[src/rtl/seg7_scan_driver.sv]
// rtl/seg7_scan_driver.sv - multiplexed scan driver for a common-anode 7-segment display
//
// Purpose:
//   Scans DIGITS digits one per slot of SCAN_DIV clocks. The inputs are latched
//   once per frame, so the display never shows a mix of two values. Segments,
//   anodes and the decimal point are active-low. Supports leading-zero
//   blanking, per-digit enable and a dark guard interval at the start of every
//   slot to suppress ghosting.
//
// Ports:
//   clk      in   1         system clock, rising edge
//   rst_n    in   1         asynchronous active-low reset
//   data_i   in   4*DIGITS  packed digits, digit i = data_i[4i+3:4i], digit 0 rightmost
//   dp_i     in   DIGITS    1 = light decimal point of digit i
//   en_i     in   DIGITS    1 = digit i enabled
//   lzb_i    in   1         1 = blank leading zeros
//   an_o     out  DIGITS    anode select, active-low, at most one bit low
//   seg_o    out  7         segments {g,f,e,d,c,b,a}, active-low
//   dp_o     out  1         decimal point, active-low
//   frame_o  out  1         one-cycle pulse when the scan wraps back to digit 0
//
// Configuration:
//   SEG7_HEX_EN  defined: codes 10..15 shown as hex A b C d E F.
//                undefined: codes 10..15 all shown as 'E'.

module seg7_scan_driver #(
  parameter int DIGITS   = 8,
  parameter int SCAN_DIV = 100000,
  parameter int GUARD    = 2
) (
  input  logic                  clk,
  input  logic                  rst_n,
  input  logic [4*DIGITS-1:0]   data_i,
  input  logic [DIGITS-1:0]     dp_i,
  input  logic [DIGITS-1:0]     en_i,
  input  logic                  lzb_i,
  output logic [DIGITS-1:0]     an_o,
  output logic [6:0]            seg_o,
  output logic                  dp_o,
  output logic                  frame_o
);

  localparam int CW = (SCAN_DIV > 1) ? $clog2(SCAN_DIV) : 1;
  localparam int IW = (DIGITS > 1) ? $clog2(DIGITS) : 1;
  localparam logic [CW-1:0] CNT_LAST = CW'(SCAN_DIV - 1);
  localparam logic [IW-1:0] IDX_LAST = IW'(DIGITS - 1);

  logic [CW-1:0]         cnt;
  logic [IW-1:0]         idx;
  logic                  load_pending;
  logic [4*DIGITS-1:0]   snap_data;
  logic [DIGITS-1:0]     snap_dp;
  logic [DIGITS-1:0]     snap_en;
  logic                  snap_lzb;

  logic                  slot_end;
  logic                  frame_end;
  logic [DIGITS-1:0]     upper_zero;
  logic [3:0]            cur_digit;
  logic                  in_guard;
  logic                  dark;
  logic [DIGITS-1:0]     an_nxt;
  logic [6:0]            seg_nxt;
  logic                  dp_nxt;

  function automatic logic [6:0] decode(input logic [3:0] v);
    logic [6:0] s;
    case (v)
      4'h0:    s = 7'h40;
      4'h1:    s = 7'h79;
      4'h2:    s = 7'h24;
      4'h3:    s = 7'h30;
      4'h4:    s = 7'h19;
      4'h5:    s = 7'h12;
      4'h6:    s = 7'h02;
      4'h7:    s = 7'h78;
      4'h8:    s = 7'h00;
      4'h9:    s = 7'h10;
`ifdef SEG7_HEX_EN
      4'hA:    s = 7'h08;
      4'hB:    s = 7'h03;
      4'hC:    s = 7'h46;
      4'hD:    s = 7'h21;
      4'hE:    s = 7'h06;
      4'hF:    s = 7'h0E;
`endif
      default: s = 7'h06;
    endcase
    return s;
  endfunction

  assign slot_end  = (cnt == CNT_LAST);
  assign frame_end = slot_end && (idx == IDX_LAST);

  // upper_zero[i]: snapshot digits DIGITS-1 down to i are all exactly zero.
  // Codes 10..15 are nonzero, so an invalid digit stops the blanking.
  always_comb begin
    upper_zero = '0;
    upper_zero[DIGITS-1] = (snap_data[4*DIGITS-1 -: 4] == 4'd0);
    for (int i = DIGITS - 2; i >= 0; i--) begin
      upper_zero[i] = upper_zero[i+1] && (snap_data[4*i +: 4] == 4'd0);
    end
  end

  always_comb begin
    cur_digit = snap_data[4*idx +: 4];
    in_guard  = (int'(cnt) < GUARD);
    // Digit 0 is never blanked as a leading zero, so a zero value still shows "0".
    dark      = !snap_en[idx] || (snap_lzb && (idx != '0) && upper_zero[idx]);

    an_nxt  = '1;
    seg_nxt = 7'h7F;
    dp_nxt  = 1'b1;
    if (!in_guard && !dark) begin
      an_nxt  = ~(DIGITS'(1) << idx);
      seg_nxt = decode(cur_digit);
      dp_nxt  = ~snap_dp[idx];
    end
  end

  always_ff @(posedge clk or negedge rst_n) begin
    if (!rst_n) begin
      cnt          <= '0;
      idx          <= '0;
      load_pending <= 1'b1;
      snap_data    <= '0;
      snap_dp      <= '0;
      snap_en      <= '0;
      snap_lzb     <= 1'b0;
      an_o         <= '1;
      seg_o        <= 7'h7F;
      dp_o         <= 1'b1;
      frame_o      <= 1'b0;
    end else begin
      cnt <= slot_end ? '0 : cnt + CW'(1);
      if (slot_end) begin
        idx <= (idx == IDX_LAST) ? '0 : idx + IW'(1);
      end
      frame_o      <= frame_end;
      load_pending <= 1'b0;
      // Latch on the first edge after reset and at each wrap to digit 0 so a
      // whole frame is drawn from one consistent set of inputs.
      if (load_pending || frame_end) begin
        snap_data <= data_i;
        snap_dp   <= dp_i;
        snap_en   <= en_i;
        snap_lzb  <= lzb_i;
      end
      an_o  <= an_nxt;
      seg_o <= seg_nxt;
      dp_o  <= dp_nxt;
    end
  end

endmodule
[config.mk]
export PLATFORM = sky130hd
export DESIGN_NAME = seg7_scan_driver
export DESIGN_NICKNAME = d
export VERILOG_FILES = /design/src/rtl/seg7_scan_driver.sv
export SDC_FILE = /design/constraint.sdc
export NUM_CORES = 1
export LEC_CHECK = 0
export ABC_AREA = 1
export BUFFER_PORTS_ARGS = -buffer_cell sky130_fd_sc_hd__buf_4
export CAP_MARGIN = 20
export CORE_ASPECT_RATIO = 0.7
export CORE_UTILIZATION = 25
export CTS_CLUSTER_DIAMETER = 200
export DETAILED_ROUTE_END_ITERATION = 8
export PLACE_DENSITY = 0.45
export SETUP_SLACK_MARGIN = 0.4
export SLEW_MARGIN = 20
export SYNTH_ARGS = -nofsm -noshare
export SYNTH_HDL_FRONTEND = slang
export SYNTH_SLANG_ARGS = --single-unit
[constraint.sdc]
create_clock -name clk -period 2.6 [get_ports clk]
set_clock_uncertainty 0.1 [all_clocks]
set_input_delay 0.52 -clock clk [delete_from_list [all_inputs] [get_ports clk]]
set_output_delay 0.52 -clock clk [all_outputs]
set_load 0.02 [all_outputs]
Word level (Yosys, flattened, before mapping)

Memory sizes are Yosys's and may differ from the RTL's.
Cells that the tools add are included.
Widths: inputs -> output; s select.

RAM bits: 0
ROM bits: 112
Output and inout bits: 17
Bits of input ports: 51
Memories: 1
Register bits after elaboration: 87
Logic and storage cells: 58
Latch bits: 0

Memory list:

| name             | depth | bits a word | read ports | clocked after memory_dff | write ports | RTL line | text |
|---|---|---|---|---|---|---|---|
| (name not given) | 16    | 7           | 1          | 0                        | 0           | 68       | `case (v)` |

$add $sub $neg: 2
Order comparisons: 2
Equality and inequality tests: 2
Mux-type cells: 11
Div/mod/pow operators: 0
Reduce and logical (&&, ||, !) cells: 25
Shift operators: 2
$mul: 0
Bitwise logic cells: 2

Operators by type and width:

| kind                  | number |
|---|---|
| $logic_not 4->1       | 8 |
| $shiftx 32x6->4       | 1 |
| $add 17x1->17 const B | 1 |
| $eq 17x17->1 const B  | 1 |
| $lt 17x2->1 const B   | 1 |
| $mux 17               | 1 |
| $logic_and 1x1->1     | 11 |
| $bmux 1 s3            | 3 |
| $mux 8                | 1 |
| $not 8->8             | 1 |
| $shl 1x3->8 const A   | 1 |
| $mux 7                | 1 |
| $lt 3x4->1 const B    | 1 |
| $mux 1                | 4 |
| $add 3x1->3 const B   | 1 |
| $eq 3x3->1 const B    | 1 |
| $logic_not 1->1       | 3 |
| $mux 3                | 1 |
| $reduce_bool 3->1     | 1 |
| $logic_or 1x1->1      | 2 |
| $not 1->1             | 1 |

Logic depth before layout (Yosys ltp)

Gate-level depths: netlist (run 1).

Word-level depth: 15
Gate-level depth with buffers: 12
Mapped depth without buffers: 11

Least setup slack after synthesis (run 1)

Ideal clock, no wire load.

Path type: reg-to-reg
Start point: register idx[0]
End point: register an_o[0]
Data arrival time: 1752 ps
Path slack: 667 ps
Required time: 2419 ps
Cell stages (with the launch flop): 12
Buffers on the path: 2
Path through: dfrtp_1 > inv_2 > clkbuf_1 > ha_1 > nand2_1 > nand3_1 > nor2_1 > nand3_1 > nor2_1 > a21oi_2 > buf_2 > nand2_1

Word-level cells in the longest chain between the ends: 7
Elaborated cells on any way between the ends: 14
Those cells by class: shift: 1; mux: 5; bitwise: 1; reduce/logical: 7

RTL lines:

| item                                                                     | RTL line | text |
|---|---|---|
| start, declared                                                          | 49       | `logic [IW-1:0] idx;` |
| start signal, assigned                                                   | 137      | `idx <= (idx == IDX_LAST) ? '0 : idx + IW'(1);` |
| $bmux 1 s3 / $reduce_bool 3->1 (equally long branches)                   | 109      | `dark = !snap_en[idx] \|\| (snap_lzb && (idx != '0) && upper_zero[idx]);` |
| $mux 1 (implied by the code) / $logic_and 1x1->1 (equally long branches) | 109      |  |
| $logic_not 1->1 / $logic_and 1x1->1 (equally long branches)              | 109      |  |
| $logic_or 1x1->1                                                         | 109      |  |
| $logic_not 1->1                                                          | 114      | `if (!in_guard && !dark) begin` |
| $logic_and 1x1->1                                                        | 114      |  |
| $mux 8 (*)                                                               | 114      |  |
| net an_nxt[0]                                                            | 62       | `logic [DIGITS-1:0] an_nxt;` |
| end signal, assigned                                                     | 149      | `an_o <= an_nxt;` |
| end, declared                                                            | 37       | `output logic [DIGITS-1:0] an_o,` |

The timed path passes the listed nets; every way through them passes the cells marked *. The select of a mux whose other input is x is not followed.
A chain may end at the register's enable or synchronous reset.

Final worst setup path (run 1)

Start point: register cnt[1]
End point: register snap_dp[4]

Word-level cells in the longest chain between the ends: 3

RTL lines:

| item                   | RTL line | text |
|---|---|---|
| start, declared        | 48       | `logic [CW-1:0] cnt;` |
| start signal, assigned | 135      | `cnt <= slot_end ? '0 : cnt + CW'(1);` |
| $eq 17x17->1           | 92       | `assign slot_end = (cnt == CNT_LAST);` |
| $logic_and 1x1->1      | 93       | `assign frame_end = slot_end && (idx == IDX_LAST);` |
| $logic_or 1x1->1       | 143      | `if (load_pending \|\| frame_end) begin` |
| end signal, assigned   | 145      | `snap_dp <= dp_i;` |
| end, declared          | 52       | `logic [DIGITS-1:0] snap_dp;` |

No other way between the ends.

==> results of run 1 <==
## sequential cells by signal (all words and copies together) (netlist names), 3 cells and up
register / cells
snap_dp: 8
cnt: 17
snap_en: 8
an_o: 8
idx: 3
snap_data: 32
seg_o: 7
## layer usage
metal  share of wire [%]  wire length (um)  up-vias
li1                    -                 -     2004
met1                  52              6300     1796
met2                  42              5070       97
met3                 5.6               689       10
met4                 1.3               155        0
met5                   0                 0        -
## power by group
group          internal, mW  leakage, nW  switching (mW)  total, mW
Clock                 0.700        0.127           0.534       1.23
Sequential             1.45         1.05          0.0436       1.49
Combinational         0.182         1.75           0.262      0.444
Total                  2.33         2.93           0.839       3.17
## worst register-to-register path: stages, from the launching register on
cell and delay [ns]:
dfrtp_1 0.38, ha_1 0.19, nand2_1 0.10, nor2_4 0.16, nand2_2 0.13, nor3_4 0.17
nand3_2 0.16, nand2_8 0.19, buf_12 0.20, nand2_1 0.08, o21ai_0 0.09
## cell families (layout without fill, tap and decap cells)
family                   Yosys count  after routing  synth area share (%)
AO/OA/AOI/OAI                     61             61                  9.08
XOR/XNOR                           8              8                  1.49
adder cells (fa/ha/maj)           11             11                  2.92
buffers and inverters            104            188                  10.3
flip-flops                        87             87                  46.6
other                              1              1                0.0795
AND/OR/NAND/NOR                  309            309                  29.5
## synthesized netlist by cell type
cell type	instances
o21ai_0	14
nor3_4	1
conb_1	1
o31ai_1	1
nand3_2	1
o21ai_2	30
nand2_2	32
dfrtp_1	70
dfstp_2	17
clkbuf_1	3
nor2_1	39
xor2_1	8
buf_8	1
nand4_1	9
a21oi_1	12
nor2_4	1
a21oi_2	1
buf_2	9
buf_12	3
nor4_1	4
nand2_1	148
or2_2	1
buf_1	1
inv_1	80
buf_6	2
nor3_1	7
buf_4	2
a31oi_1	1
inv_2	3
nand3_1	66
ha_1	11
o21ai_1	1
o211ai_1	1
## per-stage QoR
stage	worst slack, ns	util (%)	hold slack [ns]	power, mW
detailed placement	0.392	30.1	0.365	1.95
floorplan	0.667	-	0.124	1.76
CTS	0.450	31.7	0.0641	3.22
global placement	0.419	30.1	0.355	1.95
finish	0.565	32.4	0.0443	3.17
global route	0.407	32.4	0.0715	3.34
## repair_timing
| item | 4_1_cts | 5_1_grt |
|---|---|---|
| gates resized for setup | 1 | 8 |
| setup endpoints to repair | 9 | 52 |
| cloned | 0 | 1 |
| setup buffers | 0 | 9 |
## area by class of cell
class | count | area, um^2
Timing Repair Buffer | 89 | 751
Clock buffer | 12 | 256
Tap cell | 236 | 295
Multi-Input combinational cell | 390 | 2060
Inverter | 83 | 312
Fill cell | 1939 | 12300
Sequential cell | 87 | 2200
Clock inverter | 4 | 30.0
## final timing paths
| check | startpoint | endpoint | slack [ns] | depth (start not counted) |
|---|---|---|---|---|
| max in group asynchronous | rst_n | load_pending | 1.62 | 2 |
| hold / removal | rst_n | snap_data[17] | 0.04 | 1 |
| setup reg to reg | cnt[1] | snap_dp[4] | 0.56 | 10 |
| hold reg to reg | cnt[0] | cnt[0] | 0.37 | 1 |
| min in group clk | dp_i[1] | snap_dp[1] | 0.27 | 3 |
| setup / recovery | cnt[1] | snap_dp[4] | 0.56 | 10 |
==> impl_metrics.tcl, run 1 <==
set metrics [dict create \
    run_status "finished with violations" \
    violations "DRC" \
    timing.setup.tns_ns 0 \
    htree_num_levels 3 \
    grt_busiest_layer "met2" \
    setup_violations 0 \
    final_common_cell "nand2_1" \
    place_congestion 0.883 \
    clkLatencyLatePin_ns 0.35 \
    slowest_stage "dfrtp_1" \
    dp_hpwl_mm 9.17 \
    slew_headroom_pct 64.7 \
    core_um2 18200 \
    drv_cap 0 \
    end_kind "flip-flop" \
    vias_per_cell 4.34 \
    max_stage_delay_ns 0.38 \
    placed_cell_area_um2 5490 \
    cts_buffers 9 \
    hold_viol_final 0 \
    grt_use_met3_pct 3.77 \
    max_freq_ghz 0.491 \
    cts_buffer_depth 2 \
    dp.cells 875 \
    drc_errors 4 \
    cp_num_buf_inv 1 \
    track_usage_pct 13.3 \
    antenna_found_initial 0 \
    n_antenna_cell 0 \
    ys.warnings.count 0 \
    powerDensity_nw_per_um2 537 \
    overflow 0 \
    cp.arrival_ns 2.19 \
    drive_above_1_share_pct 29.3 \
    die_area_um2 19400 \
    drt_wl_total_mm 12.2 \
    die_w_um 166 \
    syn_inst 581 \
    area_delta_synth_final_pct 25.2 \
    p_leak_nw 2.93 \
    synth_top_area_share_pct 37.2 \
    cp.required_ns 2.76 \
    grt_max_degree 49 \
    synth_area_leaders "dfrtp_1 (37%), nand2_1 (12%), dfstp_2 (9.5%), nand3_1 (7.0%), inv_1 (6.4%)" \
    hold_buffers 0 \
    cp_top_family "simple AND/OR/NAND/NOR gates" \
    path_cells "ha_1 > nand2_1 > nor2_4 > nand2_2 > nor3_4 > nand3_2 > nand2_8 > buf_12 > nand2_1 > o21ai_0" \
    grt_pass1_wl_mm 19.9 \
    met1_usage_pct 19.0 \
    fin_cells 901 \
    vias 3907 \
    row_count 41 \
    yosysSeqAreaShare_pct 46.6 \
    holdCritPathClass "primary input to asynchronous set/reset pin" \
    critPathKind "flip-flop to flip-flop" \
    yosys_register_bits 87 \
    synth_nets 643 \
    worst_pin_slew_ns 0.530 \
    cp_max_fo 20 \
    cts_sinks 87 \
    wl_per_cell_um 13.6 \
    met2_usage_pct 19.2 \
    slew_violations 0 \
    layout.nets 722 \
    portBuffers 67 \
    rsz0062_at_grt "false" \
    yosysTopAreaCell "dfrtp_1" \
    drt_iter0_markers 276 \
    fp.dieH_um 117 \
    syn_area_per_cell_um2 8.11 \
    drt_pre_antenna_iters 7 \
    period_needed_ns 2.04 \
    synth_cell_type_count 33 \
    cts-root-buf "clkbuf_16" \
    timing.final.crit_share_pct 78.3 \
    pin_count 68 \
    initial_core_util_pct 25.9 \
    layout.cells.most_common_list "nand2_1 (146), buf_4 (82), inv_1 (80)" \
    cts_tree "built" \
    grt_pass1_vias 3768 \
    ant_nets 0 \
    worst_setup_path_start_kind "flip-flop" \
    peakVddDrop_uv 272 \
    clk_pin_slew_worst_paths_ns 0.06 \
    synth_area_um2 4710 \
    crit_path_frequent_cell "nand2_1" \
    postLayoutCellArea_um2 5900 \
]
Power figures use the tool's default switching activity.
==> inputs of run 2 (changes only) <==
--- a/config.mk
+++ b/config.mk
@@ -12,7 +12,7 @@
 export CORE_UTILIZATION = 25
 export CTS_CLUSTER_DIAMETER = 200
 export DETAILED_ROUTE_END_ITERATION = 8
-export PLACE_DENSITY = 0.45
+export PLACE_DENSITY = 0.47
 export SETUP_SLACK_MARGIN = 0.4
 export SLEW_MARGIN = 20
 export SYNTH_ARGS = -nofsm -noshare
==> constraint.sdc (replaced) <==
create_clock -name clk -period 1.82 [get_ports clk]
set_clock_uncertainty 0.1 [all_clocks]
set_input_delay 0.364 -clock clk [delete_from_list [all_inputs] [get_ports clk]]
set_output_delay 0.364 -clock clk [all_outputs]
set_load 0.02 [all_outputs]
==> impl_metrics.tcl, run 2 (synthesis results as in run 1) <==
set metrics [dict create \
    setup_violations 42 \
    overflow 0 \
    end_kind "flip-flop" \
    die_area_um2 19400 \
    critPathKind "flip-flop to flip-flop" \
    cts_buffers 9 \
    fp.dieH_um 117 \
    initial_core_util_pct 25.9 \
    holdCritPathClass "primary input to flip-flop" \
    cp.arrival_ns 2.03 \
    ant_nets 0 \
    n_antenna_cell 0 \
    cp_num_buf_inv 2 \
    wl_per_cell_um 14.5 \
    clk_pin_slew_worst_paths_ns 0.06 \
    finish.utilization_pct 39.2 \
    cts_sinks 87 \
    dp_hpwl_mm 9.88 \
    layout.nets 776 \
    max_stage_delay_ns 0.36 \
    layout.cells.most_common_list "nand2_1 (109), buf_4 (92), inv_1 (71)" \
    cts_tree "built" \
    core_um2 18200 \
    cp_max_fo 7 \
    seqCellArea_um2 2200 \
    cp.required_ns 1.96 \
    portBuffers 67 \
    fillers 1837 \
    htree_num_levels 3 \
    peakVddDrop_uv 408 \
    p_leak_nw 3.51 \
    drt_wl_total_mm 13.8 \
    drt_iter0_markers 218 \
    cts_buffer_depth 2 \
    powerDensity_nw_per_um2 701 \
    grt_max_degree 35 \
    path_cells "ha_2 > nand2_2 > nor2_4 > nand2_4 > nor3_4 > nand3_4 > nand2_8 > buf_12 > clkbuf_16 > o21ai_2" \
    die_w_um 166 \
    worst_setup_path_start_kind "flip-flop" \
    placed_cell_area_um2 5770 \
    period_needed_ns 1.89 \
    run_status "finished with violations" \
    top_regs "snap_data (32), cnt (17)" \
    top_register "snap_data" \
    place_congestion 0.848 \
    drive_above_1_share_pct 47.1 \
    fin_total_pwr_mw 5.01 \
    area_delta_synth_final_pct 51.5 \
    grt_pass1_wl_mm 22.3 \
    max_freq_ghz 0.529 \
    drt_pre_antenna_iters 6 \
    track_usage_pct 14.9 \
    final_common_cell "nand2_1" \
    cts-root-buf "clkbuf_16" \
    vias_per_cell 4.49 \
    antenna_found_initial 0 \
    pin_count 68 \
    grt_pass1_vias 4307 \
    slowest_stage "dfrtp_1" \
    setup_slack_ns -0.0719 \
    hold_viol_final 0 \
    largest_reg_flops 32 \
    multi_input_area_um2 2540 \
    violations "DRC, setup timing" \
    rsz0062_at_grt "true" \
    slew_violations 0 \
    clkLatencyLatePin_ns 0.35 \
    timing.final.crit_share_pct 104 \
    row_count 41 \
    cp_top_family "simple AND/OR/NAND/NOR gates" \
    drv_cap 0 \
    postLayoutCellArea_um2 7140 \
    drc_errors 5 \
    vias 4286 \
    holdWs_ns 0.111 \
]
[run 2: cell types whose count changed in the layout (fill, tap and decap cells not counted), sizes merged]
cell and change:
buf +50, bufinv +2, clkinv +2, clkinvlp -2
clkbuf +1, dlygate4sd3 +1, inv -1, nand2 +1
[run 2: tightest hold or removal path: stages]
cell	delay [ns]
buf_4	0.08
nand2_2	0.04
nand2_1	0.04
[run 2: worst paths after layout]
path | start | endpoint | slack, ns | cells past startpoint
setup / recovery | cnt[1] | snap_data[25] | -0.07 | 10
hold / removal | data_i[11] | snap_data[11] | 0.11 | 3
setup reg to reg | cnt[1] | snap_data[25] | -0.07 | 10
hold reg to reg | snap_en[0] | snap_en[0] | 0.42 | 2
max in group asynchronous | rst_n | dp_o | 0.67 | 3
min in group asynchronous | rst_n | snap_data[23] | 0.37 | 2
[run 2: through the flow]
stage / setup WS [ns] / instances / TNS (ns)
global placement: 0.0340 / 900 / 0
finish: -0.0719 / 955 / -1.76
floorplan: 0.0873 / 581 / 0
detailed placement: -0.0413 / 900 / -0.0413
CTS: -0.0135 / 944 / -0.0853
global route: -0.161 / 955 / -7.00
[run 2: repair_timing]
| action | in CTS | in global routing |
|---|---|---|
| pin swaps | 21 | 18 |
| gates cloned | 6 | 3 |
| setup endpoints to repair | 99 | 101 |
| hold buffers | 1 | 0 |
| buffers inserted | 21 | 8 |
| hold endpoints to repair | 21 | 0 |
| resized for setup | 120 | 44 |
[run 2: layer usage]
layer / wire [um] / global-route usage, % / part of all wire, %
met5: 0 / 0 / 0
met4: 140 / 3.93 / 1.0
met3: 782 / 3.93 / 5.7
met2: 5920 / 22.3 / 43
met1: 7000 / 21.3 / 51
[run 2: area by class of cell]
cell class	instances	area share [%]
sequential	87	30.8
clock inverter	5	1.12
tap	236	4.13
clock buffer	11	3.54
multi-input combinational	391	35.6
timing repair buffer	142	20.1
inverter	83	4.64
[run 2: where the power goes]
part | switching, mW | internal (mW)
clock | 0.768 | 1.27
combinational | 0.449 | 0.377
sequential | 0.0678 | 2.07
total | 1.28 | 3.72
